## config.mk

```make
export PLATFORM = sky130hd
export DESIGN_NAME = aes_out_ser
export DESIGN_NICKNAME = d
export VERILOG_FILES = /design/src/rtl/aes_out_ser.sv
export SDC_FILE = /design/constraint.sdc
export NUM_CORES = 1
export LEC_CHECK = 0
export BUFFER_PORTS_ARGS = -buffer_cell sky130_fd_sc_hd__clkbuf_2
export CAP_MARGIN = 20
export CORE_MARGIN = 2
export CORE_UTILIZATION = 50
export DETAILED_ROUTE_END_ITERATION = 12
export PLACE_DENSITY = 0.7
export RECOVER_POWER = 50
export SYNTH_ARGS = -nofsm -noshare
export SYNTH_HDL_FRONTEND = slang
export SYNTH_SLANG_ARGS = --single-unit
```

## constraint.sdc

```tcl
create_clock -name clk -period 32 [get_ports clk]
set_input_delay 9.6 -clock clk [delete_from_list [all_inputs] [get_ports clk]]
set_output_delay 9.6 -clock clk [all_outputs]
set_load 0.01 [all_outputs]
```

## src/rtl/aes_out_ser.sv

```systemverilog
// aes_out_ser: output serializer for the AES-256 final round state.
// Captures the 16-byte round-14 state and streams it one byte per
// valid/ready handshake. A single pending buffer lets the next block land
// while the current one drains, so consecutive blocks leave without a bubble.
module aes_out_ser #(
   parameter int N = 16
) (
   input  logic              clk,
   input  logic              reset,
   input  logic              wr_en,
   input  logic [3:0]        round,
   input  logic [N-1:0][7:0] i,
   output logic              in_rdy,
   output logic [7:0]        o_data,
   output logic              o_valid,
   input  logic              o_ready,
   output logic              o_last,
   output logic              busy,
   output logic [7:0]        blk_cnt,
   output logic              ovf
);

   typedef enum logic {S_IDLE, S_STREAM} state_t;

   state_t            r_state;
   state_t            w_state_nxt;
   logic [N-1:0][7:0] r_act;
   logic [N-1:0][7:0] r_pend;
   logic              r_pend_v;
   logic [3:0]        r_idx;
   logic [7:0]        r_blk_cnt;
   logic              r_ovf;

   logic              w_strobe;
   logic              w_cap;
   logic              w_xfer;
   logic              w_last;

   // Only the final round's state write is a candidate for capture; the
   // pending flag is the sole backpressure source towards the core.
   assign w_strobe = wr_en && (round == 4'd14);
   assign w_cap    = w_strobe && !r_pend_v;
   assign w_xfer   = o_valid && o_ready;
   assign w_last   = w_xfer && (r_idx == 4'hF);

   // Ready comes straight off the pending flop, keeping o_ready out of the path.
   assign in_rdy  = !r_pend_v;
   assign o_valid = (r_state == S_STREAM);
   assign o_data  = r_act[r_idx];
   assign o_last  = o_valid && (r_idx == 4'hF);
   assign busy    = o_valid || r_pend_v;
   assign blk_cnt = r_blk_cnt;
   assign ovf     = r_ovf;

   // State register.
   always_ff @(posedge clk or posedge reset) begin
      if (reset) r_state <= S_IDLE;
      else       r_state <= w_state_nxt;
   end

   // Next state: leave STREAM only when the last byte goes and nothing follows.
   always_comb begin
      w_state_nxt = r_state;
      case (r_state)
         S_IDLE:   if (w_cap) w_state_nxt = S_STREAM;
         S_STREAM: if (w_last && !r_pend_v && !w_cap) w_state_nxt = S_IDLE;
         default:  w_state_nxt = S_IDLE;
      endcase
   end

   // Buffers, byte index, block counter and sticky overflow.
   always_ff @(posedge clk or posedge reset) begin
      if (reset) begin
         r_act     <= '0;
         r_pend    <= '0;
         r_pend_v  <= 1'b0;
         r_idx     <= 4'd0;
         r_blk_cnt <= 8'd0;
         r_ovf     <= 1'b0;
      end else begin
         if (r_state == S_IDLE) begin
            if (w_cap) begin
               r_act <= i;
               r_idx <= 4'd0;
            end
         end else if (w_last) begin
            // Block boundary: pending block wins; otherwise a same-cycle
            // capture goes directly into the active buffer.
            r_idx <= 4'd0;
            if (r_pend_v) begin
               r_act    <= r_pend;
               r_pend_v <= 1'b0;
            end else if (w_cap) begin
               r_act <= i;
            end
         end else begin
            if (w_cap) begin
               r_pend   <= i;
               r_pend_v <= 1'b1;
            end
            if (w_xfer) r_idx <= r_idx + 4'd1;
         end
         if (w_last) r_blk_cnt <= r_blk_cnt + 8'd1;
         if (w_strobe && r_pend_v) r_ovf <= 1'b1;
      end
   end

endmodule

```

== Word level (Yosys, flattened, before mapping) ==
Cells that the tools add are included.
W data, S select, Z words.
Cells by class
  bitwise operators: 2
  add/subtract/negate cells: 2
  mux-type cells: 15
  order comparisons: 1
  equality and inequality tests: 4
  reductions and logical operators: 16
Operator list (number)
  $mux W128: 4
  $bmux W8 S4: 1
  $mux W4: 4
  $add A8 B1 Y8 const B: 1
  $eq A4 B4 Y1 const B: 2
  $logic_and A1 B1 Y1: 8
  $mux W8: 1
  $lt A4 B5 Y1 const B: 1
  $add A4 B1 Y4 const B: 1
  $mux W1: 4
  $reduce_and A2 Y1: 2
  $reduce_bool A2 Y1: 2
  $ne A3 B1 Y1 const B: 1
  $reduce_and A3 Y1: 1
  $logic_not A1 Y1: 2
  $ne A2 B1 Y1 const B: 1
  $not A1 Y1: 2
  $pmux W1 S2: 1
  $logic_or A1 B1 Y1: 1
Word-level totals
  input bits: 136
  output and inout port bits: 21
  bits in registers: 271
  word-level logic and storage cells: 77

== Depth between registers and ports, before layout ==
Gate-level depths: netlist of the first run.
  word-level depth: 7
  gate-level depth with buffers: 7
  mapped depth without buffers: 5

== Least setup slack after synthesis of the first run ==
Ideal clock, no wire load.
  path kind: flip-flop to output port
  start: reg r_idx[0]
  end: out o_data[0]
  cell stages (with the launch flop): 6
  setup slack: 20.823 ns
  path buffers: 2
  required time: 22.400 ns
  data arrival time: 1.577 ns
  path through: dfrtp_1 clkbuf_1 buf_2 mux4_2 a22oi_1 nand2_1
On the way
  longest elaborated chain between the ends: 2
RTL lines
  from (decl): RTL line 30  | logic [3:0] r_idx;
  from (signal assigned): RTL line 101  | if (w_xfer) r_idx <= r_idx + 4'd1;
  $bmux W8 S4: RTL line 49  | assign o_data = r_act[r_idx];
  $mux W8 (not written as such): RTL line 49
  to (decl): RTL line 14  | output logic [7:0] o_data,
Every way passes these cells. The select of a mux whose other input is x is not followed.

==> results of run 1 <==
area by class of cell:
cell class / instances / area share (%)
clock buffer: 45 / 6.19
sequential: 271 / 49.6
clock inverter: 5 / 0.567
inverter: 4 / 0.119
multi-input combinational: 523 / 34.3
tap: 319 / 2.92
timing repair buffer: 170 / 6.29
synth_stat cells:
cell type,n,area (µm²)
nor2_1,1,3.75
buf_1,16,60.1
buf_4,2,15.0
and4_1,1,8.76
and2_1,4,25.0
or2_2,1,6.26
a21boi_2,1,11.3
mux2_1,112,1260
nor2_4,1,11.3
o22ai_1,129,807
or3_1,1,6.26
o21ai_0,10,50.1
nand3_1,2,10.0
buf_6,16,180
a2bb2oi_1,127,1110
clkbuf_1,29,109
a22o_1,1,8.76
and3_1,3,18.8
a221oi_1,16,140
mux2i_1,34,340
inv_1,4,15.0
buf_8,11,165
nor2b_1,1,6.26
dfrtp_1,271,6780
mux2_2,18,203
ha_1,2,25.0
mux4_2,16,360
xor2_1,2,17.5
xnor2_1,6,52.6
o2bb2a_1,1,10.0
nand2_1,17,63.8
a22oi_1,8,60.1
nand4_1,6,37.5
buf_2,13,65.1
o31ai_1,2,15.0
how the worst min path moves through the flow:
stage | startpoint | end | slack [ns]
after detailed placement | blk_cnt[7] | blk_cnt[7] | 0.47
after global placement | ovf | ovf | 0.45
after floorplan | r_pend[0] | r_pend[0] | 0.46
after global routing | blk_cnt[7] | blk_cnt[7] | 0.49
final | blk_cnt[7] | blk_cnt[7] | 0.48
after CTS | blk_cnt[7] | blk_cnt[7] | 0.48
flip-flops by register name (all words and copies together) (netlist names):
register	cells
o_valid	1
blk_cnt	8
ovf	1
r_pend_v	1
r_act	128
r_pend	128
r_idx	4
cells in the final DEF, fill, tap and decap left out, types with 2 or more instances in the layout:
cell type / instances
dfrtp_1: 270
clkbuf_2: 144
o22ai_1: 129
a2bb2oi_1: 127
mux2_1: 112
mux2i_1: 34
clkbuf_16: 29
clkbuf_1: 25
mux2_2: 18
nand2_1: 16
a221oi_1: 16
mux4_2: 16
buf_4: 11
o21ai_0: 10
a22oi_1: 8
nand4_1: 6
xnor2_1: 6
clkbuf_8: 6
inv_1: 3
and3_1: 3
and2_1: 2
nand3_1: 2
o31ai_1: 2
and2_0: 2
xor2_1: 2
ha_1: 2
clkinv_2: 2
bufinv_16: 2
metal layers:
| metal | GRT usage (%) | vias to the layer above | share of wire, % |
|---|---|---|---|
| met5 | 0 | - | 0 |
| met4 | 5.04 | 0 | 2.1 |
| met3 | 3.07 | 39 | 4.2 |
| met2 | 36.2 | 210 | 47 |
| met1 | 34.2 | 4157 | 46 |
| li1 | - | 3705 | - |
stage by stage:
step | utilization, % | total power [mW] | setup slack, ns
2_1_floorplan | - | 0.866 | 14.93
3_3_place_gp | 54.1 | 1.00 | 19.54
3_5_place_dp | 54.1 | 1.01 | 19.48
4_1_cts | 58.0 | 1.35 | 19.30
5_1_grt | 57.9 | 1.42 | 14.47
6_report | 57.9 | 1.34 | 15.91
cell families after synthesis:
group / share of synthesized area, %
AOI/OAI and AO/OA: 18.4
xor gates and xnor gates: 0.581
muxes: 17.9
adders and majority gates: 0.207
buffers and inverters: 5.05
DFF: 56.2
and+or+nand+nor: 1.64
critical path, stage by stage:
cell and delay (ns):
clkbuf_2 0.09, clkinvlp_2 2.68, clkbuf_1 1.37, clkbuf_1 2.23
power by group through the flow:
| stage | clock [mW] | combinational (mW) | sequential (mW) |
|---|---|---|---|
| 4_1_cts | 0.332 | 0.455 | 0.559 |
| 3_5_place_dp | 0 | 0.452 | 0.562 |
| 5_1_grt | 0.345 | 0.493 | 0.578 |
| 6_report | 0.326 | 0.453 | 0.562 |
| 3_3_place_gp | 0 | 0.444 | 0.557 |
| 2_1_floorplan | 0 | 0.334 | 0.532 |
==> flow_summary.json, run 1 <==
{
  "p_seq_share_pct": 41.9,
  "grt_max_degree": 109,
  "post_cts_buffers": 0,
  "fin_crit_sh_pct": 50.3,
  "pwr-share-comb_pct": 33.8,
  "cts_tree": "done",
  "slew_viol_final": 351,
  "syn-num-nets": 1023,
  "drive_above_1_share_pct": 23.2,
  "die_y_um": 159,
  "syn-cell-area_mm2": 0.0121,
  "core_area_mm2": 0.0236,
  "start_util_pct": 51.1,
  "fmax_ghz": 0.0621,
  "crit_type": "input port to async pin",
  "diodes": 0,
  "fin_tns_setup_ns": 0,
  "grt_pass1_vias": 8330,
  "required_ns": 31.97,
  "cts_resized": 0,
  "finalNonFillerCells": 1337,
  "wirelength_um": 29100,
  "cts_buffers": 28,
  "rsz0062_at_grt": "no",
  "place_congestion": 0.789,
  "vdd_drop_max_v": 0.0000456,
  "tightest_slew_ns": 4.83,
  "cts.sinks": 271,
  "setup_viol": 0,
  "maxCapViolations": 5,
  "hold_class": "flop to flop",
  "clk_path_buf_depth": 3,
  "area_growth_pct": 13.3,
  "htree_levels": 1,
  "antenna_found_initial": 0,
  "ctsHoldBuffers": 0,
  "hpwlAfterDp_um": 18600,
  "slew_headroom_pct": -224,
  "via_per_inst": 6.07,
  "fin_area_mm2": 0.0137,
  "r2r-start": "r_idx[1]",
  "whs_ns": 0.482,
  "reg2reg_setup_slack_ns": 27.10,
  "dpl.cell_count": 1285,
  "routed-via-count": 8111,
  "wl_per_cell_um": 21.7,
  "ant_nets": 0,
  "p_leak_nw": 6.46,
  "crit_start": "reset",
  "ys_ff_latch": 271,
  "synth.avg_cell_area_um2": 13.6,
  "critPathCapture": "r_act[29]",
  "post-route-drc-count": 0,
  "ys_types": 35,
  "skew_ns": 0.00604,
  "switchingPower_uw": 452,
  "worst_r2r_path_depth": 8,
  "clk_pin_slew_ns": 0.06,
  "final-seq-area_mm2": 0.00678,
  "period_needed_ns": 16.09,
  "dr.pass1.iters": 4,
  "violations": "max-capacitance violations, max-slew violations",
  "synth_warnings": 0,
  "crit_arrival_ns": 16.06,
  "hold_depth": 1,
  "fillers": 1950,
  "status": "finished, violations left",
  "fin_nets": 1136,
  "switching_share_pct": 33.7,
  "yosysSeqAreaShare_pct": 56.2,
  "place_area_mm2": 0.0128,
  "reg2reg_to": "r_act[50]",
  "cp-start-kind": "input port",
  "insertion_delay_ns": 0.53,
  "hold_violations": 0,
  "end_kind": "async pin",
  "io_buffer_count": 156,
  "die_x_um": 159,
  "num_rows": 56,
  "overflow": 0,
  "multi_input_area_mm2": 0.00469,
  "netlist_instances": 885,
  "dieArea_mm2": 0.0254,
  "pwr_density_cell_mw_per_mm2": 98.1,
  "clkPwrFrac_pct": 24.3,
  "ios": 157,
  "crit_path_max_fanout": 108,
  "initialDrtViolationCount": 679,
  "root_buffer": "clkbuf_16",
  "grt_pass1_wl_um": 47100,
  "p_int_uw": 889,
  "track_usage_pct": 22.9
}
(Power assumes the default switching activity.)
==> inputs of run 2 (changes only) <==
==> constraint.sdc (replaced) <==
create_clock -name clk -period 16 [get_ports clk]
set_input_delay 4.8 -clock clk [delete_from_list [all_inputs] [get_ports clk]]
set_output_delay 4.8 -clock clk [all_outputs]
set_load 0.01 [all_outputs]
==> run 2 against run 1 <==
Net effect: sequential share of layout area shrank 0.072 points; clock power rose by 99%; core utilization up 0.085 points; via count grew 0.54%; the flow still finishes with violations (max-capacitance violations, max-slew violations); first-iteration DRC count is 13% lower.
==> flow_summary.json, run 2 (same netlist as run 1, synthesis figures left out) <==
{
  "p_int_mw": 1.77,
  "clk_pin_slew_ns": 0.06,
  "post-route-drc-count": 0,
  "crit_path_top_delay_cell": "clkinvlp_2",
  "pre_cts_ws_ns": 8.31,
  "antenna_found_initial": 0,
  "worst_r2r_path_depth": 8,
  "grt_pass1_vias": 8284,
  "fmax_ghz": 0.115,
  "crit_path_max_fanout": 131,
  "p_leak_nw": 6.47,
  "mostFrequentLayoutCell": "dfrtp_1",
  "place_area_mm2": 0.0128,
  "required_ns": 16.69,
  "critPathCapture": "r_pend[35]",
  "track_usage_pct": 22.7,
  "hold_violations": 0,
  "cts_resized": 0,
  "r2r-start": "r_idx[1]",
  "setup_viol": 0,
  "slowest_delay_ns": 3.08,
  "cts.sinks": 271,
  "crit_arrival_ns": 9.42,
  "slew_headroom_pct": -277,
  "cp-start-kind": "input port",
  "fin_crit_sh_pct": 54.6,
  "reg2reg_setup_slack_ns": 11.28,
  "die_x_um": 159,
  "switching_share_pct": 33.8,
  "post_cts_buffers": 0,
  "pwr_density_cell_mw_per_mm2": 195,
  "clk_path_buf_depth": 3,
  "crit_type": "input port to async pin",
  "place_congestion": 0.786,
  "routed-via-count": 8155,
  "ios": 157,
  "root_buffer": "clkbuf_16",
  "slew_viol_final": 234,
  "hold_class": "flop to flop",
  "maxCapViolations": 3,
  "num_rows": 56,
  "insertion_delay_ns": 0.54,
  "wirelength_um": 28700,
  "vdd_drop_max_v": 0.0000934,
  "p_seq_share_pct": 42.0,
  "fillers": 1964,
  "core_area_mm2": 0.0236,
  "skew_ns": 0.00975,
  "violations": "max-capacitance violations, max-slew violations",
  "start_util_pct": 51.1,
  "diodes": 0,
  "final_cell_mix": "dfrtp_1, clkbuf_2, o22ai_1",
  "initialDrtViolationCount": 590,
  "htree_levels": 1,
  "switchingPower_uw": 904,
  "pwr-share-comb_pct": 33.7,
  "ctsHoldBuffers": 0,
  "clkPwrFrac_pct": 24.2,
  "fin_tns_setup_ns": 0,
  "grt_pass1_wl_um": 46600,
  "p_total_mw": 2.67,
  "tightest_slew_ns": 5.63,
  "fin_nets": 1137,
  "cts_buffers": 29,
  "crit_start": "reset",
  "crit_chain": "clkbuf_2 > clkinvlp_2 > clkbuf_1 > buf_16",
  "status": "finished, violations left",
  "cts_tree": "done",
  "hpwlAfterDp_um": 18600,
  "drive_above_1_share_pct": 23.7,
  "wl_per_cell_um": 21.5,
  "dr.pass1.iters": 5,
  "grt_max_degree": 132,
  "overflow": 0,
  "period_needed_ns": 8.73,
  "ant_nets": 0,
  "layout_setup_ws_ns": 7.27,
  "die_y_um": 159,
  "area_growth_pct": 13.5,
  "via_per_inst": 6.09,
  "dieArea_mm2": 0.0254,
  "fin_area_mm2": 0.0137,
  "io_buffer_count": 156,
  "rsz0062_at_grt": "no",
  "end_kind": "async pin",
  "reg2reg_to": "r_act[8]"
}
==> run 2: cell types whose count changed in the layout (fill, tap and decap cells not counted) <==
cell / delta
buf_16: +1
buf_4: +1
clkbuf_1: -6
clkbuf_2: +2
clkbuf_8: -2
clkinv_2: +3
clkinvlp_4: +2
or3_1: +1
or3_4: -1
==> run 2: worst min-delay path by stage <==
stage | end | from | depth (start not counted) | slack, ns
2_1_floorplan | r_pend[0] | r_pend[0] | 1 | 0.46
3_3_place_gp | ovf | ovf | 2 | 0.46
3_5_place_dp | blk_cnt[7] | blk_cnt[7] | 1 | 0.47
4_1_cts | blk_cnt[7] | blk_cnt[7] | 1 | 0.48
5_1_grt | r_pend[120] | r_pend[120] | 1 | 0.50
6_report | blk_cnt[7] | blk_cnt[7] | 1 | 0.47
==> run 2: critical path: cells and delay by family <==
| kind | cells | cell delay, ns |
|---|---|---|
| buffers and inverters | 4 | 4.42 |
==> run 2: final cells by class <==
| class | instances | area, µm² | share of cell area [%] |
|---|---|---|---|
| clock buffer | 41 | 811 | 5.92 |
| timing repair buffer | 170 | 890 | 6.50 |
| sequential | 271 | 6780 | 49.5 |
| tap | 319 | 399 | 2.91 |
| multi-input combinational | 523 | 4690 | 34.2 |
| inverter | 4 | 16.3 | 0.119 |
| clock inverter | 10 | 108 | 0.786 |
==> run 2: power by group through the flow <==
stage / clock (mW) / combinational (mW) / sequential [mW]
finish: 0.648 / 0.902 / 1.12
global route: 0.688 / 0.984 / 1.15
CTS: 0.657 / 0.908 / 1.12
detailed placement: 0 / 0.902 / 1.12
global placement: 0 / 0.888 / 1.11
floorplan: 0 / 0.667 / 1.06
==> run 2: metal layers <==
layer,vias to the layer above,share of wire [%],GRT usage (%)
met5,-,0,0
met2,200,47,35.4
li1,3698,-,-
met1,4210,46,33.5
met3,47,4.5,3.67
met4,0,2.6,5.74
==> run 2: stage by stage <==
step | utilization [%] | hold slack [ns] | cells
2_1_floorplan | - | 0.459 | 885
6_report | 58.0 | 0.474 | 1338
3_5_place_dp | 54.1 | 0.466 | 1285
3_3_place_gp | 54.1 | 0.456 | 1285
4_1_cts | 58.0 | 0.476 | 1336
5_1_grt | 58.0 | 0.501 | 1338
